--- src/rtl/reg_scoreboard_pkg.sv ---
// Shared pipeline definitions for the register write scoreboard.
// Register index width, zero register and default pending-counter width.
package pipe_defs;

    localparam int unsigned NREG  = 32;
    localparam int unsigned REG_W = 5;
    localparam int unsigned CNT_W = 2;

    typedef logic [REG_W-1:0] reg_idx_t;

    localparam reg_idx_t ZERO_REG = '0;

    // Register 0 is never tracked, so its decode is always suppressed.
    function automatic logic [NREG-1:0] reg_onehot(input logic valid, input reg_idx_t rd);
        logic [NREG-1:0] oh;
        oh = '0;
        if (valid && (rd != ZERO_REG)) begin
            oh[rd] = 1'b1;
        end
        return oh;
    endfunction

endpackage

--- src/rtl/reg_scoreboard_if.sv ---
// ID/MEM/WB event ports into the register scoreboard and its stall/busy outputs.
interface reg_scoreboard_if;
    import pipe_defs::*;

    logic             id_valid;
    reg_idx_t         id_rs;
    reg_idx_t         id_rt;
    logic             id_use_rs;
    logic             id_use_rt;
    logic             id_we;
    reg_idx_t         id_rd;
    logic             id_late;
    logic             avail_valid;
    reg_idx_t         avail_rd;
    logic             wb_valid;
    reg_idx_t         wb_rd;
    logic             kill_valid;
    reg_idx_t         kill_rd;
    logic             kill_late;
    logic             stall;
    logic [NREG-1:0]  busy_mask;

    modport master (
        output id_valid, id_rs, id_rt, id_use_rs, id_use_rt, id_we, id_rd, id_late,
        output avail_valid, avail_rd, wb_valid, wb_rd, kill_valid, kill_rd, kill_late,
        input  stall, busy_mask
    );

    modport slave (
        input  id_valid, id_rs, id_rt, id_use_rs, id_use_rt, id_we, id_rd, id_late,
        input  avail_valid, avail_rd, wb_valid, wb_rd, kill_valid, kill_rd, kill_late,
        output stall, busy_mask
    );

endinterface

--- src/rtl/sb_counter.sv ---
// Saturating up/down counter with one increment and two decrement strobes.
// Nets all strobes in one edge; holds at zero and flags an underflow attempt.
module sb_counter #(
    parameter int unsigned CntW = 2
) (
    input  logic            clk,
    input  logic            reset_n,
    input  logic            inc_i,
    input  logic            dec_a_i,
    input  logic            dec_b_i,
    output logic [CntW-1:0] count_o,
    output logic            underflow_o
);

    localparam logic [CntW-1:0] CntMax = '1;

    logic [CntW-1:0] count_q, count_d;
    int              sum;

    always_comb begin
        count_d     = count_q;
        underflow_o = 1'b0;
        sum         = int'(count_q) + int'(inc_i) - int'(dec_a_i) - int'(dec_b_i);
        if (sum < 0) begin
            count_d     = '0;
            underflow_o = 1'b1;
        end else if (sum > int'(CntMax)) begin
            count_d = CntMax;
        end else begin
            count_d = CntW'(sum);
        end
    end

    always_ff @(posedge clk or negedge reset_n) begin
        if (!reset_n) begin
            count_q <= '0;
        end else begin
            count_q <= count_d;
        end
    end

    assign count_o = count_q;

endmodule

--- src/rtl/reg_scoreboard.sv ---
// Tracks in-flight register writers from ID issue to WB retire and raises a
// decode stall when a source is still late or a destination counter is full.
module reg_scoreboard #(
    parameter int unsigned CntW = pipe_defs::CNT_W
) (
    input  logic            clk,
    input  logic            reset_n,
    reg_scoreboard_if.slave bus
);
    import pipe_defs::*;

    localparam logic [CntW-1:0] CntMax = '1;

    logic [CntW-1:0] cnt  [NREG];
    logic [CntW-1:0] late [NREG];

    logic [NREG-1:0] issue_oh, late_oh, avail_oh, wb_oh, kill_oh, kill_late_oh;
    logic [NREG-1:0] cnt_uf, late_uf, busy;
    logic            stall_rs, stall_rt, stall_rd, stall, issue;
    logic            err_underflow;

    always_comb begin
        stall_rs = bus.id_use_rs && (bus.id_rs != ZERO_REG) && (late[bus.id_rs] != '0);
        stall_rt = bus.id_use_rt && (bus.id_rt != ZERO_REG) && (late[bus.id_rt] != '0);
        stall_rd = bus.id_we && (bus.id_rd != ZERO_REG) && (cnt[bus.id_rd] == CntMax);
        stall    = reset_n && bus.id_valid && (stall_rs || stall_rt || stall_rd);
        // A stalled instruction never issues, so it cannot block on its own rd.
        issue    = bus.id_valid && bus.id_we && (bus.id_rd != ZERO_REG) && !stall;

        issue_oh     = reg_onehot(issue, bus.id_rd);
        late_oh      = reg_onehot(issue && bus.id_late, bus.id_rd);
        avail_oh     = reg_onehot(bus.avail_valid, bus.avail_rd);
        wb_oh        = reg_onehot(bus.wb_valid, bus.wb_rd);
        kill_oh      = reg_onehot(bus.kill_valid, bus.kill_rd);
        kill_late_oh = reg_onehot(bus.kill_valid && bus.kill_late, bus.kill_rd);
    end

    for (genvar r = 0; r < NREG; r++) begin : g_reg
        if (r == 0) begin : g_zero
            assign cnt[r]     = '0;
            assign late[r]    = '0;
            assign cnt_uf[r]  = 1'b0;
            assign late_uf[r] = 1'b0;
            assign busy[r]    = 1'b0;
        end else begin : g_track
            sb_counter #(
                .CntW (CntW)
            ) u_cnt (
                .clk         (clk),
                .reset_n     (reset_n),
                .inc_i       (issue_oh[r]),
                .dec_a_i     (wb_oh[r]),
                .dec_b_i     (kill_oh[r]),
                .count_o     (cnt[r]),
                .underflow_o (cnt_uf[r])
            );

            sb_counter #(
                .CntW (CntW)
            ) u_late (
                .clk         (clk),
                .reset_n     (reset_n),
                .inc_i       (late_oh[r]),
                .dec_a_i     (avail_oh[r]),
                .dec_b_i     (kill_late_oh[r]),
                .count_o     (late[r]),
                .underflow_o (late_uf[r])
            );

            assign busy[r] = |cnt[r];

            a_late_le_cnt: assert property (@(posedge clk) disable iff (!reset_n)
                late[r] <= cnt[r]);
        end
    end

    // Release without a matching writer is a protocol error; counters hold at zero.
    assign err_underflow = (|cnt_uf) | (|late_uf);

    c_err_underflow: cover property (@(posedge clk) disable iff (!reset_n) err_underflow);

    assign bus.stall     = stall;
    assign bus.busy_mask = busy;

endmodule

--- src/flat_wrapper.sv ---
// flat-port wrapper written by rule: the top's interface ports become plain ports
module reg_scoreboard_flat import pipe_defs::*;
#(
    parameter int unsigned CntW = pipe_defs::CNT_W
)
  (clk, reset_n, bus_id_valid, bus_id_rs, bus_id_rt, bus_id_use_rs, bus_id_use_rt, bus_id_we, bus_id_rd, bus_id_late, bus_avail_valid, bus_avail_rd, bus_wb_valid, bus_wb_rd, bus_kill_valid, bus_kill_rd, bus_kill_late, bus_stall, bus_busy_mask);
  reg_scoreboard_if bus_i ();
  input  logic clk;
  input  logic reset_n;
  input wire logic [$bits(bus_i.id_valid)-1:0] bus_id_valid;
  input wire logic [$bits(bus_i.id_rs)-1:0] bus_id_rs;
  input wire logic [$bits(bus_i.id_rt)-1:0] bus_id_rt;
  input wire logic [$bits(bus_i.id_use_rs)-1:0] bus_id_use_rs;
  input wire logic [$bits(bus_i.id_use_rt)-1:0] bus_id_use_rt;
  input wire logic [$bits(bus_i.id_we)-1:0] bus_id_we;
  input wire logic [$bits(bus_i.id_rd)-1:0] bus_id_rd;
  input wire logic [$bits(bus_i.id_late)-1:0] bus_id_late;
  input wire logic [$bits(bus_i.avail_valid)-1:0] bus_avail_valid;
  input wire logic [$bits(bus_i.avail_rd)-1:0] bus_avail_rd;
  input wire logic [$bits(bus_i.wb_valid)-1:0] bus_wb_valid;
  input wire logic [$bits(bus_i.wb_rd)-1:0] bus_wb_rd;
  input wire logic [$bits(bus_i.kill_valid)-1:0] bus_kill_valid;
  input wire logic [$bits(bus_i.kill_rd)-1:0] bus_kill_rd;
  input wire logic [$bits(bus_i.kill_late)-1:0] bus_kill_late;
  output wire logic [$bits(bus_i.stall)-1:0] bus_stall;
  output wire logic [$bits(bus_i.busy_mask)-1:0] bus_busy_mask;
  assign bus_i.id_valid = bus_id_valid;
  assign bus_i.id_rs = bus_id_rs;
  assign bus_i.id_rt = bus_id_rt;
  assign bus_i.id_use_rs = bus_id_use_rs;
  assign bus_i.id_use_rt = bus_id_use_rt;
  assign bus_i.id_we = bus_id_we;
  assign bus_i.id_rd = bus_id_rd;
  assign bus_i.id_late = bus_id_late;
  assign bus_i.avail_valid = bus_avail_valid;
  assign bus_i.avail_rd = bus_avail_rd;
  assign bus_i.wb_valid = bus_wb_valid;
  assign bus_i.wb_rd = bus_wb_rd;
  assign bus_i.kill_valid = bus_kill_valid;
  assign bus_i.kill_rd = bus_kill_rd;
  assign bus_i.kill_late = bus_kill_late;
  assign bus_stall = bus_i.stall;
  assign bus_busy_mask = bus_i.busy_mask;
  reg_scoreboard #(.CntW(CntW)) u_core (.clk(clk), .reset_n(reset_n), .bus(bus_i));
endmodule
--- config.mk ---
export PLATFORM = sky130hd
export DESIGN_NAME = reg_scoreboard_flat
export DESIGN_NICKNAME = d
export VERILOG_FILES = /design/src/rtl/reg_scoreboard_pkg.sv /design/src/rtl/reg_scoreboard_if.sv /design/src/rtl/sb_counter.sv /design/src/rtl/reg_scoreboard.sv /design/src/flat_wrapper.sv
export SDC_FILE = /design/constraint.sdc
export NUM_CORES = 1
export LEC_CHECK = 0
export CAP_MARGIN = 5
export CORE_MARGIN = 8
export CORE_UTILIZATION = 62
export DETAILED_ROUTE_END_ITERATION = 10
export PLACE_DENSITY = 0.82
export RECOVER_POWER = 50
export SLEW_MARGIN = 25
export SYNTH_ARGS = -nofsm -noshare
export SYNTH_HDL_FRONTEND = slang
export SYNTH_HIERARCHICAL = 1
export SYNTH_SLANG_ARGS = --single-unit
--- constraint.sdc ---
create_clock -name clk -period 4.6 [get_ports clk]
set_clock_uncertainty 0.2 [all_clocks]
set_input_delay 0.92 -clock clk [delete_from_list [all_inputs] [get_ports clk]]
set_output_delay 0.92 -clock clk [all_outputs]
set_load 0.05 [all_outputs]
After elaboration in Yosys (flattened, before gate mapping) --
Cells that the tools add are included.
Storage, ports and cells: bits in registers 124, output and inout bits 33, word-level logic and storage cells 599
Operators by class: add/subtract/negate cells 186, $lt $le $gt $ge 135, eq/ne operators 1, mux-type cells 147, bitwise operators 3, reduce and logical (&&, ||, !) cells 65
Operators with widths (number):
- 32-bit by 2-bit subtractor with 32-bit output | 124
- 32-bit by 3-bit > comparator with 1-bit output, second input constant | 62
- 32-bit by 1-bit less-than comparator with 1-bit output, second input constant | 62
- 2-bit two-way mux | 130
- 32-bit two-way mux | 6
- 2-bit by 1-bit adder with 3-bit output | 62
- 2-bit OR reduction | 31
- 2-bit binary-select mux with 5-bit select | 3
- 5-bit nonzero test | 6
- 5-bit by 6-bit less-than comparator with 1-bit output, second input constant | 4
- 1-bit logical AND | 23
- 1-bit demux with 5-bit select | 4
- 5-bit by 1-bit greater-or-equal comparator with 1-bit output, second input constant | 4
- 6-bit greater-or-equal comparator, second input constant | 3
- 5-bit NOT with 6-bit output | 3
- 1-bit two-way mux | 4
- 2-bit nonzero test | 2
- 2-bit equality test, second input constant | 1
- 1-bit logical OR | 2
- 1-bit zero test | 1

Longest topological paths before layout --
Gate-level depths: netlist of run 1.
depth after elaboration 20, gate-level depth with buffers 18

Modules after synthesis --
Netlist of run 1, hierarchy kept.
Modules (own cells, without submodules):
- sb_counter | times used 62, cells an instance 24, area an instance 240.2 µm², seq. area each 50.0 µm²
- reg_scoreboard | times used 1, cells an instance 548, area an instance 3100.5 µm², seq. area each 0.0 µm²

Least setup slack after synthesis of run 1 --
OpenSTA, ideal clock, no wires.
path type input to register, start input bus_id_rd[0], end register u_core.g_reg[9].g_track.u_cnt.count_q[1], library setup time 0.094 ns, arrival time 4.584 ns, required time 4.306 ns, setup slack -0.277 ns, stages on the path 18, cell sequence buf_6 > buf_4 > buf_4 > mux2i_1 > o22ai_1 > o41ai_1 > o2111ai_1 > o311a_1 > buf_2 > nand4b_4 > buf_2 > nor3_1 > ha_1 > inv_1 > fa_1 > ha_1 > a21o_1 > a221oi_2
Between the ends: longest elaborated chain between the ends 18
RTL lines:
- start: declaration | line flat_wrapper.sv:16 | input wire logic [$bits(bus_i.id_rd)-1:0] bus_id_rd;
- 5-bit NOT with 6-bit output (implied by the code) | line reg_scoreboard.sv:25 | stall_rd = bus.id_we && (bus.id_rd != ZERO_REG) && (cnt[bus.id_rd] == CntMax);
- 2-bit binary-select mux with 5-bit select | line reg_scoreboard.sv:25
- 2-bit two-way mux (implied by the code) (2 in a row) | line reg_scoreboard.sv:25
- 2-bit equality test | line reg_scoreboard.sv:25
- 1-bit logical AND (*) | line reg_scoreboard.sv:25
- 1-bit logical OR (*) | line reg_scoreboard.sv:26 | stall = reset_n && bus.id_valid && (stall_rs || stall_rt || stall_rd);
- 1-bit logical AND (*) | line reg_scoreboard.sv:26
- net bus_stall | line flat_wrapper.sv:25 | output wire logic [$bits(bus_i.stall)-1:0] bus_stall;
- (+3 left out)
- 32-bit two-way mux (*) | line reg_scoreboard_pkg.sv:17 | if (valid && (rd != ZERO_REG)) begin
- net u_core.issue_oh[9] | line reg_scoreboard.sv:17 | logic [NREG-1:0] issue_oh, late_oh, avail_oh, wb_oh, kill_oh, kill_late_oh;
- 2-bit by 1-bit adder with 3-bit output (*) | line sb_counter.sv:23 | sum = int'(count_q) + int'(inc_i) - int'(dec_a_i) - int'(dec_b_i);
- 32-bit by 2-bit subtractor with 32-bit output (*) (2 in a row) | line sb_counter.sv:23
- 32-bit by 3-bit > comparator with 1-bit output | line sb_counter.sv:27 | end else if (sum > int'(CntMax)) begin
- 2-bit two-way mux | line sb_counter.sv:27
- 2-bit two-way mux (*) | line sb_counter.sv:24 | if (sum < 0) begin
- net u_core.g_reg[9].g_track.u_cnt.count_d[1] | line sb_counter.sv:17 | logic [CntW-1:0] count_q, count_d;
- end signal: assignment | line sb_counter.sv:38 | count_q <= count_d;
- end: declaration | line sb_counter.sv:17
The timed path passes the listed nets; every way through them passes the cells marked *. The select of a mux whose other input is x is not followed.

Worst setup path after layout of run 1 --
start input bus_id_rd[3], end register u_core.g_reg[4].g_track.u_cnt.count_q[0]
Between the ends: longest elaborated chain between the ends 18
RTL lines:
- 5-bit NOT with 6-bit output (implied by the code) | line reg_scoreboard.sv:25
- 2-bit binary-select mux with 5-bit select | line reg_scoreboard.sv:25
- 2-bit two-way mux (implied by the code) (2 in a row) | line reg_scoreboard.sv:25
- 2-bit equality test | line reg_scoreboard.sv:25
- 1-bit logical AND | line reg_scoreboard.sv:25
- 1-bit logical OR | line reg_scoreboard.sv:26
- 1-bit logical AND | line reg_scoreboard.sv:26
- 1-bit zero test | line reg_scoreboard.sv:28 | issue = bus.id_valid && bus.id_we && (bus.id_rd != ZERO_REG) && !stall;
- (+2 left out)
- 32-bit two-way mux (*) | line reg_scoreboard_pkg.sv:17
- net u_core.issue_oh[4] | line reg_scoreboard.sv:17
- 2-bit by 1-bit adder with 3-bit output (*) | line sb_counter.sv:23
- 32-bit by 2-bit subtractor with 32-bit output (*) (2 in a row) | line sb_counter.sv:23
- 32-bit by 3-bit > comparator with 1-bit output | line sb_counter.sv:27
- 2-bit two-way mux | line sb_counter.sv:27
- 2-bit two-way mux (*) | line sb_counter.sv:24
- net u_core.g_reg[4].g_track.u_cnt.count_d[0] | line sb_counter.sv:17
- end signal: assignment | line sb_counter.sv:38
- end: declaration | line sb_counter.sv:17
Marks and branches as above.

==> results of run 1 <==
[final timing paths]
check / startpoint / to / slack (ps) / depth (start not counted)
max: bus_id_rd[3] / u_core/g_reg[4].g_track.u_cnt/count_o[0] / -70 / 17
min: u_core/g_reg[15].g_track.u_late/count_o[1] / u_core/g_reg[15].g_track.u_late/count_o[0] / 530 / 2
max reg2reg: u_core/g_reg[2].g_track.u_cnt/count_o[1] / u_core/g_reg[4].g_track.u_cnt/count_o[0] / 110 / 16
min reg2reg: u_core/g_reg[15].g_track.u_late/count_o[1] / u_core/g_reg[15].g_track.u_late/count_o[0] / 530 / 2
max in group asynchronous: reset_n / u_core/g_reg[8].g_track.u_cnt/count_o[1] / 720 / 2
min in group asynchronous: reset_n / u_core/g_reg[17].g_track.u_late/count_o[0] / 1100 / 2
[layout by cell type, fill, tap and decap left out, types with 9 or more instances in the layout]
| master | count |
|---|---|
| ha_1 | 257 |
| inv_1 | 249 |
| buf_4 | 183 |
| nor2_1 | 152 |
| a21o_1 | 124 |
| a221oi_2 | 124 |
| dfrtp_1 | 124 |
| nand2_1 | 85 |
| nor2b_1 | 74 |
| xnor2_1 | 62 |
| and2b_4 | 62 |
| fa_1 | 58 |
| clkdlybuf4s50_1 | 54 |
| or2_2 | 38 |
| ha_2 | 38 |
| nor3_1 | 24 |
| nand3_1 | 22 |
| nor3_2 | 22 |
| clkbuf_16 | 19 |
| mux2i_1 | 19 |
| a21oi_1 | 17 |
| nor4_4 | 17 |
| nand2b_1 | 15 |
| ha_4 | 15 |
| nor4_2 | 13 |
| o21ai_0 | 11 |
| o22ai_1 | 9 |
| nor4_1 | 9 |
| a211oi_1 | 9 |
[power breakdown]
part | leakage [nW] | switching, mW | total, mW | internal, mW
combinational | 9.46 | 1.63 | 3.12 | 1.49
clock | 0.293 | 0.588 | 1.43 | 0.846
sequential | 1.17 | 0.385 | 1.76 | 1.37
[what timing repair did]
item	4_1_cts	5_1_grt
resized for setup	47	116
cloned	1	4
hold buffers	0	0
setup endpoints to repair	122	124
pin swaps	12	58
buffers inserted	1	17
[worst min-delay path, cell delays in order, from the launching register on]
cell	delay, ps
dfrtp_1	420
xnor2_1	200
a221oi_2	70
[flip-flops by register name (all words and copies together), names as in the netlist]
name	cells
u_core/g.g_track.u_cnt/count_o	62
u_core/g.g_track.u_late/count_o	62
[metal layers]
| metal | vias up | global-route usage (%) | wire [µm] |
|---|---|---|---|
| met4 | 0 | 17.89 | 3375 |
| met3 | 258 | 5.978 | 3765 |
| met5 | - | 0 | 0 |
| met1 | 7375 | 33.29 | 19600 |
| li1 | 6748 | - | - |
| met2 | 758 | 50.92 | 24790 |
[cell type report]
cell class	count	share of cell area, %
sequential	124	14.83
inverter	252	4.520
clock buffer	20	2.230
timing repair buffer	276	11.53
tap	341	2.039
clock inverter	12	0.6577
multi-input combinational	1362	64.19
==> metrics.md, run 1 <==
| Metric | Value |
|---|---|
| Final net count | `2446` |
| Buffer and inverter count on the worst path | `5` |
| Number of antenna violations at the first check in global routing | `0` |
| Cell area after placement | `0.01929 mm²` |
| Clk sink count | `124` |
| Cell with the largest stage delay on the worst path | `or4_4` |
| Maximum number of pins on one net before global-route repair | `101` |
| Dpl hpwl | `36310 µm` |
| Result of the run | `complete, but fails checks` |
| Critical path capture point type | `register` |
| FP Rows | `60` |
| Total detailed-routing wirelength | `51530 µm` |
| Power density over the cells | `301.7 mW/mm²` |
| GRT Overall Usage | `29.52%` |
| Final count of negative-setup-slack endpoints | `4` |
| Post-route cell area | `0.02093 mm²` |
| Number of H-tree levels | `4` |
| Effective utilization at floorplan | `62.80%` |
| LEAKAGE | `10.92 nW` |
| Critical-path maximum fanout | `8` |
| Violated checks | `max-capacitance violations, max-slew violations, negative setup slack` |
| Vias | `15140` |
| Initial DRC count | `1370` |
| ANT nets after route | `0` |
| Maximum vdd ir drop | `0.2576 mV` |
| Area grow syn2layout | `24.34%` |
| Type of origin of the critical path | `input pin` |
| Cell total after placement | `2332` |
| DIE AREA | `0.03268 mm²` |
| Share of post-route cells with drive strength above 1 | `30.06%` |
| RSZ-0062 raised after global routing | `yes` |
| Count of buffers from port buffering | `72` |
| Post-synth net total | `2201` |
| Power consumption | `6.313 mW` |
| Max-slew headroom | `-92.97%` |
| Arrival time reported for the critical path endpoint | `4800 ps` |
| Total number of yosys warnings | `6` |
| Area of the multi-input gates | `0.01343 mm²` |
| Transition at the pin with the smallest max-transition slack | `2895 ps` |
| Cell-by-cell trace of the critical path | `clkdlybuf4s15_1 > nand2_2 > or2_1 > nor3_1 > or4_4 > o311a_4 > nand4b_4 > clkbuf_16 > buf_8 > nor3_4 > ha_2 > inv_2 > fa_1 > buf_4 > nand2_1 > a21o_1 > a221oi_2` |
| Filler-free cell count of the finished design | `2387` |
| Portion of the clock cycle consumed by the worst path in the final layout | `101.5%` |
| Setup Slack @ Placement | `-848.5 ps` |
| Final Hold Violating Endpoints | `0` |
| Sum of overflow across all layers after global routing | `0` |
| Wire length of the first global-routing pass | `77890 µm` |
| Number of max-slew violations in the final report | `101` |
| Floorplan die width | `180.8 µm` |
| Per-cell via count in the routed design | `6.342` |
| Max-cap viol count | `1` |
| Post-route core utilization | `78.09%` |
| Top delay family on crit path | `simple AND/OR/NAND/NOR gates` |
| Die Y | `180.8 µm` |
| Mean routed wirelength per cell | `21.59 µm` |
| Clock transition time at the flip-flop clock pins of the worst setup and hold paths | `60 ps` |
| Number of buffers on the longest clock path | `2` |
| Classification of the worst-slack hold path | `register to register` |
| # fillers | `1607` |
| Clock buffers created by TritonCTS | `17` |
| Number of diodes added for antenna fixing | `0` |
| Total DRC errors in the routed layout | `0` |
| Shortest clock period the worst path allows after layout | `4670 ps` |
| Post-synthesis instance area | `0.01683 mm²` |
| Data required time of the worst path | `4730 ps` |
| Max incr delay on CP | `550 ps` |
| Source-to-sink clock delay at the later pin of the worst-skew pair | `440 ps` |
| Io pins | `74` |
| Core area | `0.02680 mm²` |
| Accumulated negative setup slack | `-148.8 ps` |
| Gp weighted congestion | `0.9642` |
| Initial DRT Pass Iterations | `7` |
| Sequential Area | `0.003103 mm²` |
| Setup Crit Path Kind | `input pin to register` |
| Via count of the first global-routing pass | `15750` |
| Synth Area per Inst | `9.413 µm²` |
| TritonCTS clock tree | `done` |
| Final worst-path setup slack | `-69.83 ps` |
| Clock tree root driver cell | `clkbuf_16` |
| Syn Inst Count | `1788` |
| Highest achievable clock rate | `214.1 MHz` |
| Fin Hold WS | `526.8 ps` |
No activity file was read; power rests on OpenSTA's default activity.
==> run 2: changes to the inputs <==
--- a/config.mk
+++ b/config.mk
@@ -8,6 +8,7 @@
 export CAP_MARGIN = 5
 export CORE_MARGIN = 8
 export CORE_UTILIZATION = 62
+export CTS_CLUSTER_DIAMETER = 30
 export DETAILED_ROUTE_END_ITERATION = 10
 export PLACE_DENSITY = 0.82
 export RECOVER_POWER = 50
==> results of run 2 <==
Same layout as run 1: the final DEF is identical, and so are final timing and power.
